**src/rtl/blink_sequencer.sv**
```systemverilog
// blink_sequencer
// Arbitrates error/success blink requests onto one shared LED blinker.
// Requests are edge-detected and latched as sticky pending flags. Error wins
// over success. Each grant produces a one-cycle start pulse. The sequencer then
// waits for the blinker to finish and holds a dark gap before the next grant.
// A shared watchdog timer recovers from a blinker that never acknowledges or
// never finishes, and latches a sticky fault when that happens.
//
// Ports:
//   hwclk       - single clock, rising edge
//   rst         - asynchronous active-high reset
//   err_req     - error pattern request (rising edge counted)
//   ok_req      - success pattern request (rising edge counted)
//   blink_done  - from blinker: high when idle/finished, low while blinking
//   blink_start - one-cycle start pulse to blinker
//   blink_type  - pattern select: 0 = error, 1 = success
//   busy        - sequencer not idle, or a request is pending
//   err_pend    - error request latched, not yet granted
//   ok_pend     - success request latched, not yet granted
//   fault       - sticky ACK/pattern timeout flag, cleared only by rst
module blink_sequencer #(
  parameter logic [31:0] GAP_CYCLES     = 32'd6000000,
  parameter logic [7:0]  ACK_CYCLES     = 8'd8,
  parameter logic [31:0] TIMEOUT_CYCLES = 32'd240000000
) (
  input  logic hwclk,
  input  logic rst,
  input  logic err_req,
  input  logic ok_req,
  input  logic blink_done,
  output logic blink_start,
  output logic blink_type,
  output logic busy,
  output logic err_pend,
  output logic ok_pend,
  output logic fault
);

  typedef enum logic [2:0] {
    S_IDLE  = 3'd0,
    S_START = 3'd1,
    S_ACK   = 3'd2,
    S_RUN   = 3'd3,
    S_GAP   = 3'd4
  } state_e;

  state_e      state_q, state_d;
  logic [31:0] timer_q, timer_d;
  logic        err_req_q, ok_req_q;
  logic        err_pend_q, err_pend_d;
  logic        ok_pend_q, ok_pend_d;
  logic        type_q, type_d;
  logic        fault_q, fault_d;
  logic        start_q, start_d;
  logic        busy_q, busy_d;
  logic        grant_err_s, grant_ok_s;

  // True once a state has lasted 'lim' cycles (timer counts from 0 on entry).
  // A zero limit expires immediately so the state lasts one cycle.
  function automatic logic limit_hit(input logic [31:0] t, input logic [31:0] lim);
    if (lim == 32'd0) begin
      limit_hit = 1'b1;
    end else begin
      limit_hit = (t >= (lim - 32'd1));
    end
  endfunction

  // Next-state, grant, fault, timer and registered-output decode.
  always_comb begin
    state_d     = state_q;
    type_d      = type_q;
    fault_d     = fault_q;
    grant_err_s = 1'b0;
    grant_ok_s  = 1'b0;

    case (state_q)
      S_IDLE: begin
        if (err_pend_q) begin
          grant_err_s = 1'b1;
          type_d      = 1'b0;
          state_d     = S_START;
        end else if (ok_pend_q) begin
          grant_ok_s  = 1'b1;
          type_d      = 1'b1;
          state_d     = S_START;
        end else begin
          state_d     = S_IDLE;
        end
      end
      S_START: begin
        state_d = S_ACK;
      end
      S_ACK: begin
        // Seeing the acknowledge wins over an expiring deadline in the same cycle.
        if (!blink_done) begin
          state_d = S_RUN;
        end else if (limit_hit(timer_q, {24'd0, ACK_CYCLES})) begin
          fault_d = 1'b1;
          state_d = S_GAP;
        end else begin
          state_d = S_ACK;
        end
      end
      S_RUN: begin
        if (blink_done) begin
          state_d = S_GAP;
        end else if (limit_hit(timer_q, TIMEOUT_CYCLES)) begin
          fault_d = 1'b1;
          state_d = S_GAP;
        end else begin
          state_d = S_RUN;
        end
      end
      S_GAP: begin
        if (limit_hit(timer_q, GAP_CYCLES)) begin
          state_d = S_IDLE;
        end else begin
          state_d = S_GAP;
        end
      end
      default: begin
        state_d = S_IDLE;
      end
    endcase

    // One shared timer, zeroed on every state change, saturating instead of wrapping.
    if (state_d != state_q) begin
      timer_d = 32'd0;
    end else if (timer_q == 32'hFFFF_FFFF) begin
      timer_d = timer_q;
    end else begin
      timer_d = timer_q + 32'd1;
    end

    // A new rising edge sets the flag even in the cycle its grant clears it.
    err_pend_d = (err_pend_q & ~grant_err_s) | (err_req & ~err_req_q);
    ok_pend_d  = (ok_pend_q  & ~grant_ok_s)  | (ok_req  & ~ok_req_q);

    start_d = (state_d == S_START);
    busy_d  = (state_d != S_IDLE) | err_pend_d | ok_pend_d;
  end

  // State, timer, request history, pending flags and registered outputs.
  always_ff @(posedge hwclk or posedge rst) begin
    if (rst) begin
      state_q    <= S_IDLE;
      timer_q    <= 32'd0;
      err_req_q  <= 1'b0;
      ok_req_q   <= 1'b0;
      err_pend_q <= 1'b0;
      ok_pend_q  <= 1'b0;
      type_q     <= 1'b0;
      fault_q    <= 1'b0;
      start_q    <= 1'b0;
      busy_q     <= 1'b0;
    end else begin
      state_q    <= state_d;
      timer_q    <= timer_d;
      err_req_q  <= err_req;
      ok_req_q   <= ok_req;
      err_pend_q <= err_pend_d;
      ok_pend_q  <= ok_pend_d;
      type_q     <= type_d;
      fault_q    <= fault_d;
      start_q    <= start_d;
      busy_q     <= busy_d;
    end
  end

  assign blink_start = start_q;
  assign blink_type  = type_q;
  assign busy        = busy_q;
  assign err_pend    = err_pend_q;
  assign ok_pend     = ok_pend_q;
  assign fault       = fault_q;

endmodule

```
**config.mk**
```make
export PLATFORM = sky130hd
export DESIGN_NAME = blink_sequencer
export DESIGN_NICKNAME = d
export VERILOG_FILES = /design/src/rtl/blink_sequencer.sv
export SDC_FILE = /design/constraint.sdc
export NUM_CORES = 1
export LEC_CHECK = 0
export CORE_MARGIN = 1.5
export CORE_UTILIZATION = 35
export DETAILED_ROUTE_END_ITERATION = 16
export MAX_ROUTING_LAYER = met4
export PLACE_DENSITY_LB_ADDON = 0.3
export SLEW_MARGIN = 20
export SYNTH_ARGS = -nofsm -noshare
export SYNTH_HDL_FRONTEND = slang
export SYNTH_SLANG_ARGS = --single-unit
```
**constraint.sdc**
```tcl
create_clock -name hwclk -period 4.8 [get_ports hwclk]
set_input_delay 0.48 -clock hwclk [delete_from_list [all_inputs] [get_ports hwclk]]
set_output_delay 0.48 -clock hwclk [all_outputs]
set_load 0.1 [all_outputs]
```
Yosys cells after proc, flatten, opt, wreduce, memory -nomap -nowiden
Cells that the tools add are included. W data, S select, Z words.

$lt $le $gt $ge: 3. Reduce and logical (&&, ||, !) cells: 6. Equality and inequality tests: 12. Div/mod/pow operators: 0. $add $sub $neg: 1. Mux-type cells: 27. Bitwise logic cells: 12. Multiply operators: 0. Shift operators: 0.

Operators with widths (number): $mux W32 (2); $add A32 B1 Y32 const B (1); $eq A32 B32 Y1 const B (1); $ge A32 B23 Y1 const B (1); $ge A32 B28 Y1 const B (1); $ge A32 B3 Y1 const B (1); $mux W1 (18); $mux W3 (5); $pmux W3 S5 (1); $ne A2 B2 Y1 const B (5); $eq A3 B1 Y1 const B (2); $eq A3 B2 Y1 const B (2); $reduce_and A5 Y1 (1); $and A1 B1 Y1 (4); $not A1 Y1 (4); $or A1 B1 Y1 (4); $reduce_bool A2 Y1 (2); $eq A3 B3 Y1 const B (1); $logic_not A3 Y1 (1); $ne A3 B3 Y1 (1); $reduce_bool A3 Y1 (1); $pmux W1 S2 (1); $reduce_and A2 Y1 (1).

Memory bits (writable): 0. ROM bits: 0. Register bits: 43. Output and inout port bits: 6. Word-level logic and storage cells: 71. Memories kept: 0. Latch bits: 0.

Logic depth before layout (Yosys ltp)
Depth in word-level cells: 9. Depth in mapped cells: 9. Mapped depth without buffers: 7.

Worst setup path before layout
No wires, ideal clock.

Path kind: reg-to-reg. Start: reg timer_q[30]. End: reg busy_q, in the netlist busy. Arrival: 1.982 ns. Buffers on the path: 0. Setup slack: 2.686 ns. Stages on the path, launching flop included: 7. Data required time: 4.669 ns. Setup time: 0.131 ns. Cell sequence: dfrtp_1 > nor4_2 > nand4b_1 > or4_4 > a21boi_0 > o21ai_0 > or3_1.

Word-level cells in the longest chain between the ends: 9. Elaborated cells between the ends (all ways): 17. Those cells by class: order compare (3); mux (11); bitwise (2); reduce/logical (1).

Ends and longest elaborated chain: from (decl) (line 48) `logic [31:0] timer_q, timer_d;`; from (signal assigned) (line 158) `timer_q <= timer_d;`; $ge A32 B28 Y1 or $ge A32 B3 Y1 (tied branches) (line 64) `limit_hit = (t >= (lim - 32'd1));`; $mux W1, on equally long branches (line 105, 95); $mux W1 (line 76) `case (state_q)`; $mux W3, on equally long branches (line 107, 97); $mux W3, on equally long branches (line 105, 95); $pmux W3 S5 * (line 76); $reduce_bool A3 Y1 * (line 140) `busy_d = (state_d != S_IDLE) | err_pend_d | ok_pend_d;`; $or A1 B1 Y1 * (2 in a row) (line 140); named net busy_d (line 55) `logic busy_q, busy_d;`; to (signal assigned) (line 166) `busy_q <= busy_d;`; to (decl) (line 55).

The timed path passes the listed nets; every way through them passes the cells marked *. The select of a mux whose other input is x is not followed. A chain may end at the register's enable or synchronous reset.

Worst setup path after layout
Start: reg timer_q[30]. End: reg timer_q[2].

Word-level cells in the longest chain between the ends: 8. Elaborated cells between the ends (all ways): 18. Those cells by class: order compare (3); eq/ne (3); mux (12).

Ends and longest elaborated chain: $ge A32 B28 Y1 or $ge A32 B3 Y1 (tied branches) (line 64); $mux W1, on equally long branches (line 105, 95); $mux W1 (line 76); $mux W3, on equally long branches (line 107, 97); $mux W3, on equally long branches (line 105, 95); $pmux W3 S5 (line 76); $ne A3 B3 Y1 (line 127) `if (state_d != state_q) begin`; $ne A2 B2 Y1 (no source line) or $mux W32 (tied branches).

Several ways; a longest one is shown, not always the timed one. The select of a mux whose other input is x is not followed.

==> impl_metrics.prom <==
# TYPE chip_impl_metric gauge
chip_impl_info{name="status",value="finished, final reports clean"} 1
chip_impl_metric{name="place_congestion",unit=""} 0.794
chip_impl_info{name="min-delay-path-class",value="reg -> reg"} 1
chip_impl_metric{name="vias",unit=""} 1816
chip_impl_metric{name="clkLatencyLatePin",unit="ps"} 290
chip_impl_metric{name="syn_avg_cell_area",unit="um^2"} 9.23
chip_impl_metric{name="final_max_slew_viol_count",unit=""} 0
chip_impl_metric{name="combined_area_of_all_synthesized_cells",unit="um^2"} 2330
chip_impl_metric{name="cts_num_sinks",unit=""} 43
chip_impl_metric{name="dieArea",unit="um^2"} 7170
chip_impl_metric{name="worst_slew_pin_slew",unit="ps"} 976
chip_impl_metric{name="cts_htree_levels",unit=""} 2
chip_impl_metric{name="grt_start_max_net_pins",unit=""} 44
chip_impl_info{name="start_kind",value="register"} 1
chip_impl_metric{name="final.hold.worst_slack",unit="ps"} 459
chip_impl_metric{name="power.ir.vdd_worst",unit="V"} 0.000177
chip_impl_metric{name="layout_cells_sized_above_1",unit="%"} 7.25
chip_impl_metric{name="final-hold-violation-count",unit=""} 0
chip_impl_metric{name="synth_seq_area_share",unit="%"} 46.1
chip_impl_metric{name="portBuffers",unit=""} 10
chip_impl_metric{name="maxClockFrequency",unit="GHz"} 0.389
chip_impl_metric{name="postSynthRegisterBits",unit=""} 43
chip_impl_metric{name="die_w",unit="um"} 84.7
chip_impl_metric{name="timing.critical_path.arrival",unit="ps"} 2730
chip_impl_info{name="worst_path_max_delay_cell",value="o221a_2"} 1
chip_impl_metric{name="power_density",unit="nW/um^2"} 240
chip_impl_metric{name="total_leakage_power",unit="nW"} 1.10
chip_impl_metric{name="gr_overflow_total",unit=""} 0
chip_impl_info{name="layout.cells.most_common",value="nor2_1"} 1
chip_impl_metric{name="dr.pass1.iters",unit=""} 4
chip_impl_info{name="criticalPathCategory",value="reg -> reg"} 1
chip_impl_metric{name="ios",unit=""} 11
chip_impl_metric{name="antenna_violations_before_repair",unit=""} 0
chip_impl_metric{name="crit_path_max_incr_delay",unit="ps"} 640
chip_impl_metric{name="cts_hold_buf",unit=""} 0
chip_impl_metric{name="routedWlPerCell",unit="um"} 13.8
chip_impl_metric{name="antennaDiodeCount",unit=""} 0
chip_impl_metric{name="die_h",unit="um"} 84.7
chip_impl_metric{name="cts.clk_slew.worst_paths",unit="ps"} 80
chip_impl_metric{name="worst-endpoint-required",unit="ps"} 4950
chip_impl_metric{name="place.detailed.hpwl",unit="mm"} 3.28
chip_impl_metric{name="initial_utilization",unit="%"} 36.6
chip_impl_metric{name="grt_first_pass_wirelength",unit="mm"} 8.25
chip_impl_metric{name="final-setup-viol-count",unit=""} 0
chip_impl_metric{name="avgViaCountPerCell",unit=""} 5.36
chip_impl_metric{name="finalWorstPathRequiredPeriod",unit="ps"} 2570
chip_impl_info{name="tritoncts_clock_tree",value="done"} 1
chip_impl_metric{name="flow.area_growth_from_synthesis",unit="%"} 9.27
chip_impl_metric{name="rows",unit=""} 29
chip_impl_metric{name="dr_drc_count",unit=""} 0
chip_impl_info{name="cell_by_cell_trace_of_the_critical_path",value="nor4_2, nand4b_1, or4_4, nand3b_2, o221a_2, nor3_1"} 1
chip_impl_metric{name="max_slew_margin",unit="%"} 34.7
chip_impl_metric{name="fill_cells",unit=""} 661
chip_impl_metric{name="post_cts.repair.setup_buffers",unit=""} 0
chip_impl_info{name="final_cell_mix",value="nor2_1 (49), dfrtp_1 (43), xor2_1 (23)"} 1
chip_impl_info{name="end_kind",value="register"} 1
chip_impl_metric{name="drt-total-wl",unit="mm"} 4.66
chip_impl_metric{name="critPathMaxFanout",unit=""} 32
chip_impl_metric{name="synth_nets",unit=""} 259
chip_impl_metric{name="clk_path_buf_depth",unit=""} 2
chip_impl_metric{name="cts_resized",unit=""} 0
chip_impl_metric{name="timing.clock.skew",unit="ps"} 7.77
chip_impl_info{name="root_buffer_cell",value="clkbuf_8"} 1
chip_impl_metric{name="yosys.cell_types.count",unit=""} 41
chip_impl_metric{name="drv.max_cap_violation_count",unit=""} 0
chip_impl_metric{name="post_synth_inst_count",unit=""} 253
chip_impl_metric{name="period_share",unit="%"} 53.6
chip_impl_metric{name="vias_in_the_first_global_route",unit=""} 1797
chip_impl_metric{name="antenna_violating_nets_post_route",unit=""} 0
chip_impl_metric{name="count_of_warnings_emitted_by_yosys",unit=""} 0
chip_impl_metric{name="detailedRoute.firstIterationViolations",unit=""} 101
chip_impl_metric{name="core_area",unit="um^2"} 6390
chip_impl_metric{name="final.setup.tns",unit="ps"} 0
chip_impl_metric{name="cts_inserted_buffers",unit=""} 5
chip_impl_info{name="grt_setup_unrepaired",value="false"} 1
chip_impl_metric{name="num-nets-final",unit=""} 268
chip_impl_metric{name="grt_util_all_layers",unit="%"} 15.0
==> worst paths after layout <==
path                            slack [ps]         from          end  cells after the start
worst max-delay path                  2230  timer_q[30]   timer_q[2]                      6
worst min-delay path                   460    err_req_q     err_pend                      1
worst max register to register        2230  timer_q[30]   timer_q[2]                      6
worst min register to register         460    err_req_q     err_pend                      1
max in group asynchronous             3810          rst  timer_q[30]                      3
min in group asynchronous              610          rst        fault                      3
==> registers in the layout, summed over array words and instances, names as in the netlist <==
register / cells
timer_q: 32
fault: 1
ok_req_q: 1
err_pend: 1
err_req_q: 1
busy: 1
blink_type: 1
ok_pend: 1
state_q: 3
blink_start: 1
==> logic make-up after synthesis <==
kind of cell,after synthesis,synth area share (%)
adders and majority gates,1,0.536
DFF,43,46.1
and+or+nand+nor,135,29.9
xor gates and xnor gates,29,10.9
AOI/OAI and AO/OA,31,8.63
buffers and inverters,14,4.02
==> Yosys cell counts <==
cell type	number	area share (%)
o2111ai_1	1	0.38
nor4_2	2	1.1
nor3_1	7	1.5
nor2_1	49	7.9
a31oi_1	3	0.80
nand3_1	15	3.2
o221a_2	1	0.48
nand4b_1	3	1.1
o21bai_1	1	0.32
o21ai_0	10	2.1
or2_2	1	0.27
buf_4	1	0.32
o31ai_1	1	0.32
nand4bb_1	1	0.48
a221oi_2	1	0.64
nand3b_2	1	0.48
nand2_1	20	3.2
clkbuf_1	3	0.48
nor2b_1	1	0.27
dfrtp_1	43	46
nor4_1	3	0.80
and2_1	2	0.54
a31o_2	1	0.38
a311oi_1	2	0.75
nand2b_1	2	0.54
and3_2	1	0.32
and3_1	6	1.6
and4_1	2	0.75
inv_1	5	0.80
and4_4	2	0.96
xor2_1	23	8.6
ha_1	1	0.54
a21oi_1	8	1.7
or3_1	4	1.1
or4_4	1	0.48
a21boi_0	1	0.32
buf_6	5	2.4
xnor2_1	6	2.3
nand4_1	11	2.9
o31a_1	1	0.38
and2b_1	1	0.32
==> routing by layer <==
metal	vias up	track usage (%)	share of wire, %
met1	881	18.6	49
met4	0	6.60	1.7
met3	5	2.85	1.9
met2	24	23.8	47
met5	-	-	0
li1	906	-	-
==> critical path: cells and delay by family (launching register included) <==
kind / cells / cell delay [ps]
flops: 1 / 420
compound gates: 1 / 640
simple gates: 5 / 1370
==> area by class of cell <==
| cell class | count | area [um^2] | share of cell area [%] |
|---|---|---|---|
| flip-flops and latches | 43 | 1080 | 42.2 |
| clock buffers | 6 | 82.6 | 3.24 |
| inverters | 5 | 18.8 | 0.736 |
| well taps | 77 | 96.3 | 3.78 |
| multi-input cells | 196 | 1160 | 45.7 |
| clock inverters | 1 | 5.00 | 0.196 |
| repair buffers | 11 | 108 | 4.22 |
==> power by group <==
group	internal (mW)	switching [mW]	leakage, nW
clock network	0.113	0.117	0.0470
logic	0.00530	0.0128	0.487
registers	0.363	0.000390	0.563
==> through the flow <==
stage / power [mW] / setup WS (ps) / utilization (%) / instances / area, um^2
4_1_cts: 0.622 / 2210 / 39.9 / 339 / 2550
3_5_place_dp: 0.390 / 2230 / 38.6 / 332 / 2460
3_3_place_gp: 0.389 / 2270 / 38.6 / 332 / 2460
2_1_floorplan: 0.381 / 2690 / - / 253 / 2330
6_report: 0.612 / 2230 / 39.9 / 339 / 2550
5_1_grt: 0.637 / 2060 / 39.9 / 339 / 2550
Note: power is estimated with default switching activity, not from simulation.
